===== config.mk =====
export PLATFORM = sky130hd
export DESIGN_NAME = fsmc_cs_decoder
export DESIGN_NICKNAME = d
export VERILOG_FILES = /design/src/rtl/fsmc_pkg.sv /design/src/rtl/fsmc_sync.sv /design/src/rtl/fsmc_cs_decoder.sv
export SDC_FILE = /design/constraint.sdc
export NUM_CORES = 1
export LEC_CHECK = 0
export ABC_AREA = 1
export BUFFER_PORTS_ARGS = -buffer_cell sky130_fd_sc_hd__buf_2
export CAP_MARGIN = 25
export CORE_MARGIN = 10
export CORE_UTILIZATION = 44
export CTS_CLUSTER_SIZE = 12
export DETAILED_ROUTE_END_ITERATION = 10
export GPL_TIMING_DRIVEN = 0
export SETUP_SLACK_MARGIN = 0.05
export SLEW_MARGIN = 20
export SYNTH_ARGS = -nofsm -noshare
export SYNTH_HDL_FRONTEND = slang
export SYNTH_SLANG_ARGS = --single-unit

===== constraint.sdc =====
create_clock -name clk -period 1.9 [get_ports clk]
set_input_delay 0.19 -clock clk [delete_from_list [all_inputs] [get_ports clk]]
set_output_delay 0.19 -clock clk [all_outputs]
set_load 0.01 [all_outputs]

===== src/rtl/fsmc_pkg.sv =====
// Shared types and helpers for the FSMC chip-select decoder.
// Board default map: TFT on code 00, reset register on 10, key scanner on 11.
package fsmc_pkg;

    typedef enum logic [1:0] {
        ST_IDLE,
        ST_ACTIVE,
        ST_HOLDOFF
    } fsm_state_e;

    localparam logic [1:0] CODE_TFT = 2'b00;
    localparam logic [1:0] CODE_RST = 2'b10;
    localparam logic [1:0] CODE_KEY = 2'b11;

    localparam logic [5:0] BOARD_CODE_MAP = {CODE_KEY, CODE_RST, CODE_TFT};

    function automatic int clog2(input int unsigned v);
        int r;
        r = 0;
        for (int i = 0; i < 32; i++) begin
            if ((64'(1) << i) < 64'(v)) begin
                r = i + 1;
            end
        end
        return r;
    endfunction

    function automatic int idx_width(input int unsigned v);
        return (clog2(v) > 1) ? clog2(v) : 1;
    endfunction

endpackage


===== src/rtl/fsmc_sync.sv =====
// Multi-bit synchroniser chain for asynchronous FSMC bus inputs.
// Resets to all-ones so the idle (inactive-high) bus levels appear at once.
module fsmc_sync #(
    parameter int W      = 1,
    parameter int STAGES = 2
) (
    input  logic         clk,
    input  logic         rst,
    input  logic [W-1:0] d,
    output logic [W-1:0] q
);

    logic [STAGES-1:0][W-1:0] stg_q;
    logic [STAGES-1:0][W-1:0] stg_d;

    always_comb begin
        stg_d = {stg_q[STAGES-2:0], d};
    end

    always_ff @(posedge clk or posedge rst) begin
        if (rst) begin
            stg_q <= '1;
        end else begin
            stg_q <= stg_d;
        end
    end

    assign q = stg_q[STAGES-1];

endmodule


===== src/rtl/fsmc_cs_decoder.sv =====
// Chip-select decoder for the STM32F4 FSMC multiplexed bus, clocked by the
// FPGA system clock: latches the code on NADV rise, holds until NE or timeout.
module fsmc_cs_decoder
    import fsmc_pkg::*;
#(
    parameter int                NCH         = 3,
    parameter int                DW          = 2,
    parameter logic [NCH*DW-1:0] CODE_MAP    = BOARD_CODE_MAP,
    parameter int                SYNC_STAGES = 2,
    parameter int                TIMEOUT     = 255
) (
    input  logic                      clk,
    input  logic                      rst,
    input  logic                      nadv,
    input  logic                      ne_n,
    input  logic                      bank_n,
    input  logic [DW-1:0]             code,
    output logic [NCH-1:0]            cs_n,
    output logic                      active,
    output logic [idx_width(NCH)-1:0] hit_idx,
    output logic                      miss_pulse,
    output logic                      timeout_pulse
);

    localparam int HW = idx_width(NCH);
    localparam int CW = idx_width(TIMEOUT + 1);
    localparam int unsigned TO_LAST = (TIMEOUT == 0) ? 0 : TIMEOUT - 1;

    logic [DW+2:0] sync_q;
    logic          s_nadv;
    logic          s_ne;
    logic          s_bank;
    logic [DW-1:0] s_code;

    fsmc_sync #(
        .W      (DW + 3),
        .STAGES (SYNC_STAGES)
    ) u_sync (
        .clk (clk),
        .rst (rst),
        .d   ({nadv, ne_n, bank_n, code}),
        .q   (sync_q)
    );

    assign {s_nadv, s_ne, s_bank, s_code} = sync_q;

    fsm_state_e     state_q, state_d;
    logic [CW-1:0]  cnt_q, cnt_d;
    logic [NCH-1:0] cs_n_q, cs_n_d;
    logic [HW-1:0]  hit_q, hit_d;
    logic           act_q, act_d;
    logic           miss_q, miss_d;
    logic           tmo_q, tmo_d;
    logic           prev_q, prev_d;
    logic           ale_q, ale_d;
    logic [DW-1:0]  code_q, code_d;
    logic           bank_q, bank_d;

    logic           dec_hit;
    logic [HW-1:0]  dec_idx;
    logic           at_limit;

    // Downward scan so the lowest matching channel is the one left standing.
    always_comb begin
        dec_hit = 1'b0;
        dec_idx = '0;
        for (int i = NCH - 1; i >= 0; i--) begin
            if (code_q == CODE_MAP[i*DW +: DW]) begin
                dec_hit = 1'b1;
                dec_idx = HW'(i);
            end
        end
        if (bank_q) begin
            dec_hit = 1'b0;
            dec_idx = '0;
        end
    end

    assign at_limit = (TIMEOUT != 0) && (32'(cnt_q) == TO_LAST);

    always_comb begin
        state_d = state_q;
        cnt_d   = cnt_q;
        cs_n_d  = cs_n_q;
        hit_d   = hit_q;
        act_d   = act_q;
        miss_d  = 1'b0;
        tmo_d   = 1'b0;
        prev_d  = s_nadv;
        ale_d   = s_nadv & ~prev_q;
        code_d  = s_code;
        bank_d  = s_bank;

        unique case (state_q)
            ST_IDLE: begin
                cs_n_d = '1;
                act_d  = 1'b0;
                hit_d  = '0;
                cnt_d  = '0;
                if (ale_q) begin
                    if (dec_hit) begin
                        cs_n_d  = ~(NCH'(1) << dec_idx);
                        act_d   = 1'b1;
                        hit_d   = dec_idx;
                        state_d = ST_ACTIVE;
                    end else begin
                        miss_d = ~bank_q;
                    end
                end
            end
            ST_ACTIVE: begin
                cnt_d = (cnt_q == '1) ? cnt_q : cnt_q + CW'(1);
                if (s_ne) begin
                    cs_n_d  = '1;
                    act_d   = 1'b0;
                    hit_d   = '0;
                    cnt_d   = '0;
                    state_d = ST_IDLE;
                end else if (ale_q) begin
                    if (dec_hit) begin
                        cs_n_d = ~(NCH'(1) << dec_idx);
                        hit_d  = dec_idx;
                        cnt_d  = '0;
                    end else begin
                        cs_n_d  = '1;
                        act_d   = 1'b0;
                        hit_d   = '0;
                        cnt_d   = '0;
                        miss_d  = ~bank_q;
                        state_d = ST_IDLE;
                    end
                end else if (at_limit) begin
                    cs_n_d  = '1;
                    act_d   = 1'b0;
                    hit_d   = '0;
                    cnt_d   = '0;
                    tmo_d   = 1'b1;
                    state_d = ST_HOLDOFF;
                end
            end
            ST_HOLDOFF: begin
                // A stuck access must finish before any new decode.
                cs_n_d = '1;
                act_d  = 1'b0;
                hit_d  = '0;
                cnt_d  = '0;
                if (s_ne) begin
                    state_d = ST_IDLE;
                end
            end
            default: begin
                cs_n_d  = '1;
                act_d   = 1'b0;
                hit_d   = '0;
                cnt_d   = '0;
                state_d = ST_IDLE;
            end
        endcase
    end

    always_ff @(posedge clk or posedge rst) begin
        if (rst) begin
            state_q <= ST_IDLE;
            cnt_q   <= '0;
            cs_n_q  <= '1;
            hit_q   <= '0;
            act_q   <= 1'b0;
            miss_q  <= 1'b0;
            tmo_q   <= 1'b0;
            prev_q  <= 1'b1;
            ale_q   <= 1'b0;
            code_q  <= '1;
            bank_q  <= 1'b1;
        end else begin
            state_q <= state_d;
            cnt_q   <= cnt_d;
            cs_n_q  <= cs_n_d;
            hit_q   <= hit_d;
            act_q   <= act_d;
            miss_q  <= miss_d;
            tmo_q   <= tmo_d;
            prev_q  <= prev_d;
            ale_q   <= ale_d;
            code_q  <= code_d;
            bank_q  <= bank_d;
        end
    end

    assign cs_n          = cs_n_q;
    assign active        = act_q;
    assign hit_idx       = hit_q;
    assign miss_pulse    = miss_q;
    assign timeout_pulse = tmo_q;

endmodule


==> impl_metrics.yaml, run 1 <==
run_status:
  status: "complete, no violations"
cts:
  cts_root_buf: "clkbuf_4"
  cts_tree: "yes"
  cts_made_buffers: 5
  insertion_delay_ns: 0.33
  cts.sinks: 33
  cts_max_path_buffers: 2
  htreeDepth: 2
  cts_setup_buffers: 0
  clk_transition_reported_paths_ns: 0.11
placement:
  portBuffers: 14
  place.gp.congestion: 0.784
  placed_area_um2: 1500
  hpwl_um: 1610
min_path:
  hp-class: "reg -> reg"
  hold_path_depth: 0
power:
  combPwrFrac_pct: 4.7
  power.leakage_nw: 0.798
  power_density_nw_per_um2: 877
  ir_drop_mv: 0.688
  switching_share_pct: 19.7
  p_seq_share_pct: 51.4
  intPower_mw: 1.17
  clockPowerShare_pct: 43.9
  p_switching_uw: 287
final_layout:
  stdcell_area_um2: 1670
  nFillCells: 288
  insertedDiodeCount: 0
  regArea_um2: 847
  mostFrequentLayoutCells: "nand2_1, nor2_1, dfstp_2"
  nets: 175
  multi_input_area_um2: 463
  area_growth_pct: 20.9
  drive_above_1_share_pct: 33.5
  layout_commonest_cell: "nand2_1"
floorplan:
  fp.dieW_um: 76.0
  die_area_um2: 5770
  core-area_um2: 3030
  die_h_um: 76.0
  fp-row-count: 20
  start_util_pct: 45.5
  num_io_pins: 15
sta:
  rsz0062_at_grt: "false"
  tns_ns: 0
  slew_violations: 0
  tightestPinTransition_ns: 0.641
  relSlewSlack_pct: 57.2
  period_needed_ns: 1.33
  period_share_pct: 70.0
  fmax_ghz: 0.752
  finClkSkew_ns: 0.0149
  final-setup-viol-count: 0
  hold_viol_final: 0
logic_synthesis:
  synth_nets: 148
  syn_area_per_cell_um2: 9.91
  yosysUniqueCellTypes: 24
  synthCells: 139
  synthArstFlopShare_pct: 100
  ys_ff_latch: 33
  synth-main-ff-cell: "dfstp_2"
  yosysSeqAreaShare_pct: 61.5
  ys_warn_count: 0
  syn_area_um2: 1380
  synth_edf_count: 0
setup_path:
  r2r_slack_ns: 0.57
  critPathRequiredTime_ns: 2.14
  rr_endpoint: "cnt_q[3]"
  cp-startpoint: "cnt_q[0]"
  cp_max_fo: 9
  critPathCaptureType: "flip-flop"
  critical_path_class: "reg -> reg"
  crit_end: "cnt_q[3]"
  r2r-start: "cnt_q[0]"
  rr_worst_depth: 6
  worst_setup_path_start_kind: "flip-flop"
  arrival_ns: 1.57
grt:
  grt_pass1_vias: 934
  grt_usage_pct: 8.68
  grt_max_degree: 34
  grt_overflow: 0
  grt_pass1_wl_um: 4040
  antenna_found_initial: 0
job:
  cap_viol_max_count: 0
routing:
  drt_iter0_drc: 63
  drc: 0
  firstDrtPassIters: 4
  via_per_inst: 4.52
  vias: 954
  ant_nets: 0
  drt-total-wl_um: 2300
  wl_per_cell_um: 10.9
flip-flops by register name, summed over array words and instances (netlist names), 2 cells and up:
register      flops
state_q           2
code_q            2
u_sync.stg_d      5
cnt_q             8
u_sync.q          5
hit_idx           2
cs_n              3
cell usage after synthesis (2+ instances only):
cell type  number  area [um2]
nand2_1        30         113
nor2_1         18        67.6
inv_1          15        56.3
nand2_2         4        25.0
and3_1          2        12.5
nor3_1          2        10.0
nor3_2          3        30.0
dfrtp_1        16         400
nand4_1         6        37.5
a21oi_1         2        10.0
inv_2           2        7.51
nand3_1         7        35.0
o21ai_1         2        10.0
dfstp_2        17         447
ha_1            2        25.0
nor2_4          3        33.8
logic make-up after synthesis:
logic type               count (synthesis)  synth area share, %
flip-flops                              33                 61.5
adder cells (fa/ha/maj)                  2                 1.82
AND/OR/NAND/NOR                         80                 29.4
AO/OA/AOI/OAI                            6                 2.36
buffers and inverters                   18                 4.90
routing by layer:
metal | share of wire (%) | GRT usage (%) | up-vias
met5 | 0 | 0 | -
met4 | 1.9 | 4.55 | 0
met3 | 5.8 | 4.48 | 4
met2 | 46 | 13.3 | 23
met1 | 46 | 9.58 | 431
li1 | - | - | 496
worst min-delay path by stage:
stage,from,to,slack (ns)
global placement,nadv,u_sync.stg_d[9],0.30
CTS,u_sync.q[2],bank_q,0.36
global route,u_sync.stg_d[9],u_sync.q[4],0.36
floorplan,code[0],u_sync.stg_d[5],0.19
detailed placement,nadv,u_sync.stg_d[9],0.30
finish,u_sync.q[2],bank_q,0.36
cell type report:
cell class / count / area share [%]
sequential: 33 / 50.9
inverter: 18 / 4.06
multi-input combinational: 88 / 27.8
clock buffer: 5 / 2.25
clock inverter: 3 / 3.91
tap: 44 / 3.31
timing repair buffer: 20 / 7.81
power by group through the flow:
stage | Clock (mW) | Sequential (mW) | Combinational [mW]
after floorplan | 0 | 0.765 | 0.0377
after global placement | 0 | 0.763 | 0.0591
after detailed placement | 0 | 0.764 | 0.0608
after CTS | 0.661 | 0.752 | 0.0710
after global routing | 0.691 | 0.756 | 0.0783
final | 0.641 | 0.752 | 0.0686
through the flow:
step / hold slack, ns / setup slack [ns] / total power [mW] / std cells / util, %
global placement: 0.297 / 0.592 / 0.822 / 197 / 49.6
global route: 0.364 / 0.401 / 1.53 / 211 / 55.0
detailed placement: 0.297 / 0.581 / 0.825 / 197 / 49.6
floorplan: 0.194 / 0.709 / 0.802 / 139 / -
finish: 0.359 / 0.570 / 1.46 / 211 / 55.0
CTS: 0.360 / 0.561 / 1.48 / 211 / 55.0
critical path, cell delays in order, from the launching register on:
cell and delay (ns):
dfrtp_1 0.41, inv_1 0.12, ha_1 0.21, nand2_1 0.08, nor2_2 0.18, nor2_4 0.09, and3_1 0.15
what timing repair did:
| item | 4_1_cts | 5_1_grt |
|---|---|---|
| hold buffers | 6 | 0 |
| resized for setup | 0 | 0 |
| endpoints found under the hold margin | 21 | 0 |
Note: power is estimated with default switching activity, not from simulation.
==> inputs of run 2 (changes only) <==
- clock period: 1.9 -> 1.3 ns (I/O delays scaled with it)
==> run 2 against run 1 <==
First-iteration DRC count decreased by 49%. Setup slack got worse by 0.55 ns. Sequential power increased by 46%. Clock power increased by 47%. Count of clock-buffer cells in the layout unchanged. Die area unchanged. Global-route usage increased by 0.39 points. Total power increased by 48%. Utilization increased by 5.5 points.
==> impl_metrics.yaml, run 2 (synthesis results as in run 1) <==
cts:
  clk_transition_reported_paths_ns: 0.11
  htreeDepth: 2
  cts_made_buffers: 5
  cts_tree: "yes"
  cts_max_path_buffers: 2
  cts.sinks: 33
  insertion_delay_ns: 0.34
  cts_root_buf: "clkbuf_4"
routing:
  ant_nets: 0
  wl_per_cell_um: 12.1
  vias: 1011
  drt-total-wl_um: 2630
  via_per_inst: 4.64
  drt_iter0_drc: 32
  firstDrtPassIters: 4
  drc: 0
setup_path:
  crit_path_cell_trace: "nand2_1 -> inv_2 -> nand2_4 -> nor2_4 -> nor2_4 -> and3_4"
  r2r_slack_ns: 0.02
  arrival_ns: 1.52
  cpMostUsedCell: "nor2_4"
  slowest_delay_ns: 0.43
  crit_slowest_cell: "dfrtp_1"
  path_buf_inv: 1
  worst_setup_path_start_kind: "flip-flop"
  critical_path_class: "reg -> reg"
  critPathRequiredTime_ns: 1.54
  critPathCaptureType: "flip-flop"
  cp_max_fo: 5
  cp_top_family: "simple AND/OR/NAND/NOR gates"
final_layout:
  drive_above_1_share_pct: 47.7
  nFillCells: 269
  largest_register_ffs: 8
  area_growth_pct: 33.1
  regArea_um2: 851
  multi_input_area_um2: 582
  regMostFlops: "cnt_q"
  insertedDiodeCount: 0
  layout_commonest_cell: "nand2_1"
  mostFrequentLayoutCells: "nand2_1, dfstp_2, buf_2"
  nets: 182
power:
  ir_drop_mv: 1.01
  intPower_mw: 1.72
  switching_share_pct: 20.1
  p_switching_uw: 435
  combPwrFrac_pct: 5.4
  power_density_nw_per_um2: 1180
  power.leakage_nw: 0.865
  clockPowerShare_pct: 43.6
  p_seq_share_pct: 51.0
sta:
  hold_ws_ns: 0.360
  fmax_ghz: 0.782
  slew_violations: 0
  finClkSkew_ns: 0.0175
  period_share_pct: 98.4
  period_needed_ns: 1.28
  tns_ns: 0
  hold_viol_final: 0
  rsz0062_at_grt: "true"
  setup_ws_ns: 0.0207
  relSlewSlack_pct: 57.0
  tightestPinTransition_ns: 0.644
  final-setup-viol-count: 0
grt:
  grt_max_degree: 34
  grt_pass1_vias: 969
  grt_overflow: 0
  grt_usage_pct: 9.07
  antenna_found_initial: 0
  grt_pass1_wl_um: 4200
placement:
  hpwl_um: 1610
  pre_cts_slack_ns: -0.0187
  portBuffers: 14
  place.gp.congestion: 0.784
floorplan:
  start_util_pct: 45.5
  core-area_um2: 3030
  fp-row-count: 20
  num_io_pins: 15
  fp.dieW_um: 76.0
  die_h_um: 76.0
  die_area_um2: 5770
job:
  cap_viol_max_count: 0
min_path:
  hp-class: "reg -> reg"
run_status:
  status: "complete, no violations"
run 2: what timing repair did:
item / 4_1_cts / 5_1_grt
setup endpoints to repair: 14 / 16
setup buffers: 3 / 3
cloned: 1 / 0
pin swaps: 3 / 11
hold endpoints to repair: 21 / 0
gates resized for setup: 6 / 25
hold buffers: 6 / 0
run 2: final cells by class:
type | instances | area share, %
Sequential cell | 33 | 46.4
Multi-Input combinational cell | 89 | 31.7
Timing Repair Buffer | 26 | 9.56
Inverter | 18 | 3.69
Clock inverter | 3 | 3.55
Tap cell | 44 | 3.00
Clock buffer | 5 | 2.05
run 2: final timing paths:
path	start	to	cells after the start
setup / recovery	cnt_q[3]	cnt_q[3]	6
hold / removal	u_sync.q[2]	bank_q	0
setup reg to reg	cnt_q[3]	cnt_q[3]	6
hold reg to reg	u_sync.q[2]	bank_q	0
max in group asynchronous	rst	cnt_q[4]	3
min in group asynchronous	rst	cnt_q[3]	3
run 2: power groups by stage:
| stage | logic [mW] | registers, mW | clock network, mW |
|---|---|---|---|
| global route | 0.131 | 1.11 | 1.01 |
| global placement | 0.0864 | 1.12 | 0 |
| finish | 0.117 | 1.10 | 0.940 |
| CTS | 0.109 | 1.10 | 0.966 |
| floorplan | 0.0552 | 1.12 | 0 |
| detailed placement | 0.0889 | 1.12 | 0 |
run 2: worst reg2reg max path, cell delays in order (launching register included):
cell and delay, ns:
dfrtp_1 0.43, nand2_1 0.14, inv_2 0.13, nand2_4 0.07, nor2_4 0.19, nor2_4 0.08, and3_4 0.15
run 2: metal layers:
| metal | track usage (%) | up-vias | routed length, um |
|---|---|---|---|
| met1 | 9.58 | 471 | 1160 |
| met5 | 0 | - | 0 |
| met4 | 4.55 | 0 | 66 |
| met2 | 14.5 | 26 | 1260 |
| met3 | 4.60 | 6 | 138 |
| li1 | - | 508 | - |
run 2: through the flow:
step	std cells	area [um2]	total power, mW	util (%)
after floorplan	139	1380	1.17	-
after global placement	197	1500	1.20	49.6
after detailed placement	197	1500	1.21	49.6
after CTS	215	1710	2.17	56.4
after global routing	218	1830	2.25	60.5
final	218	1830	2.16	60.5
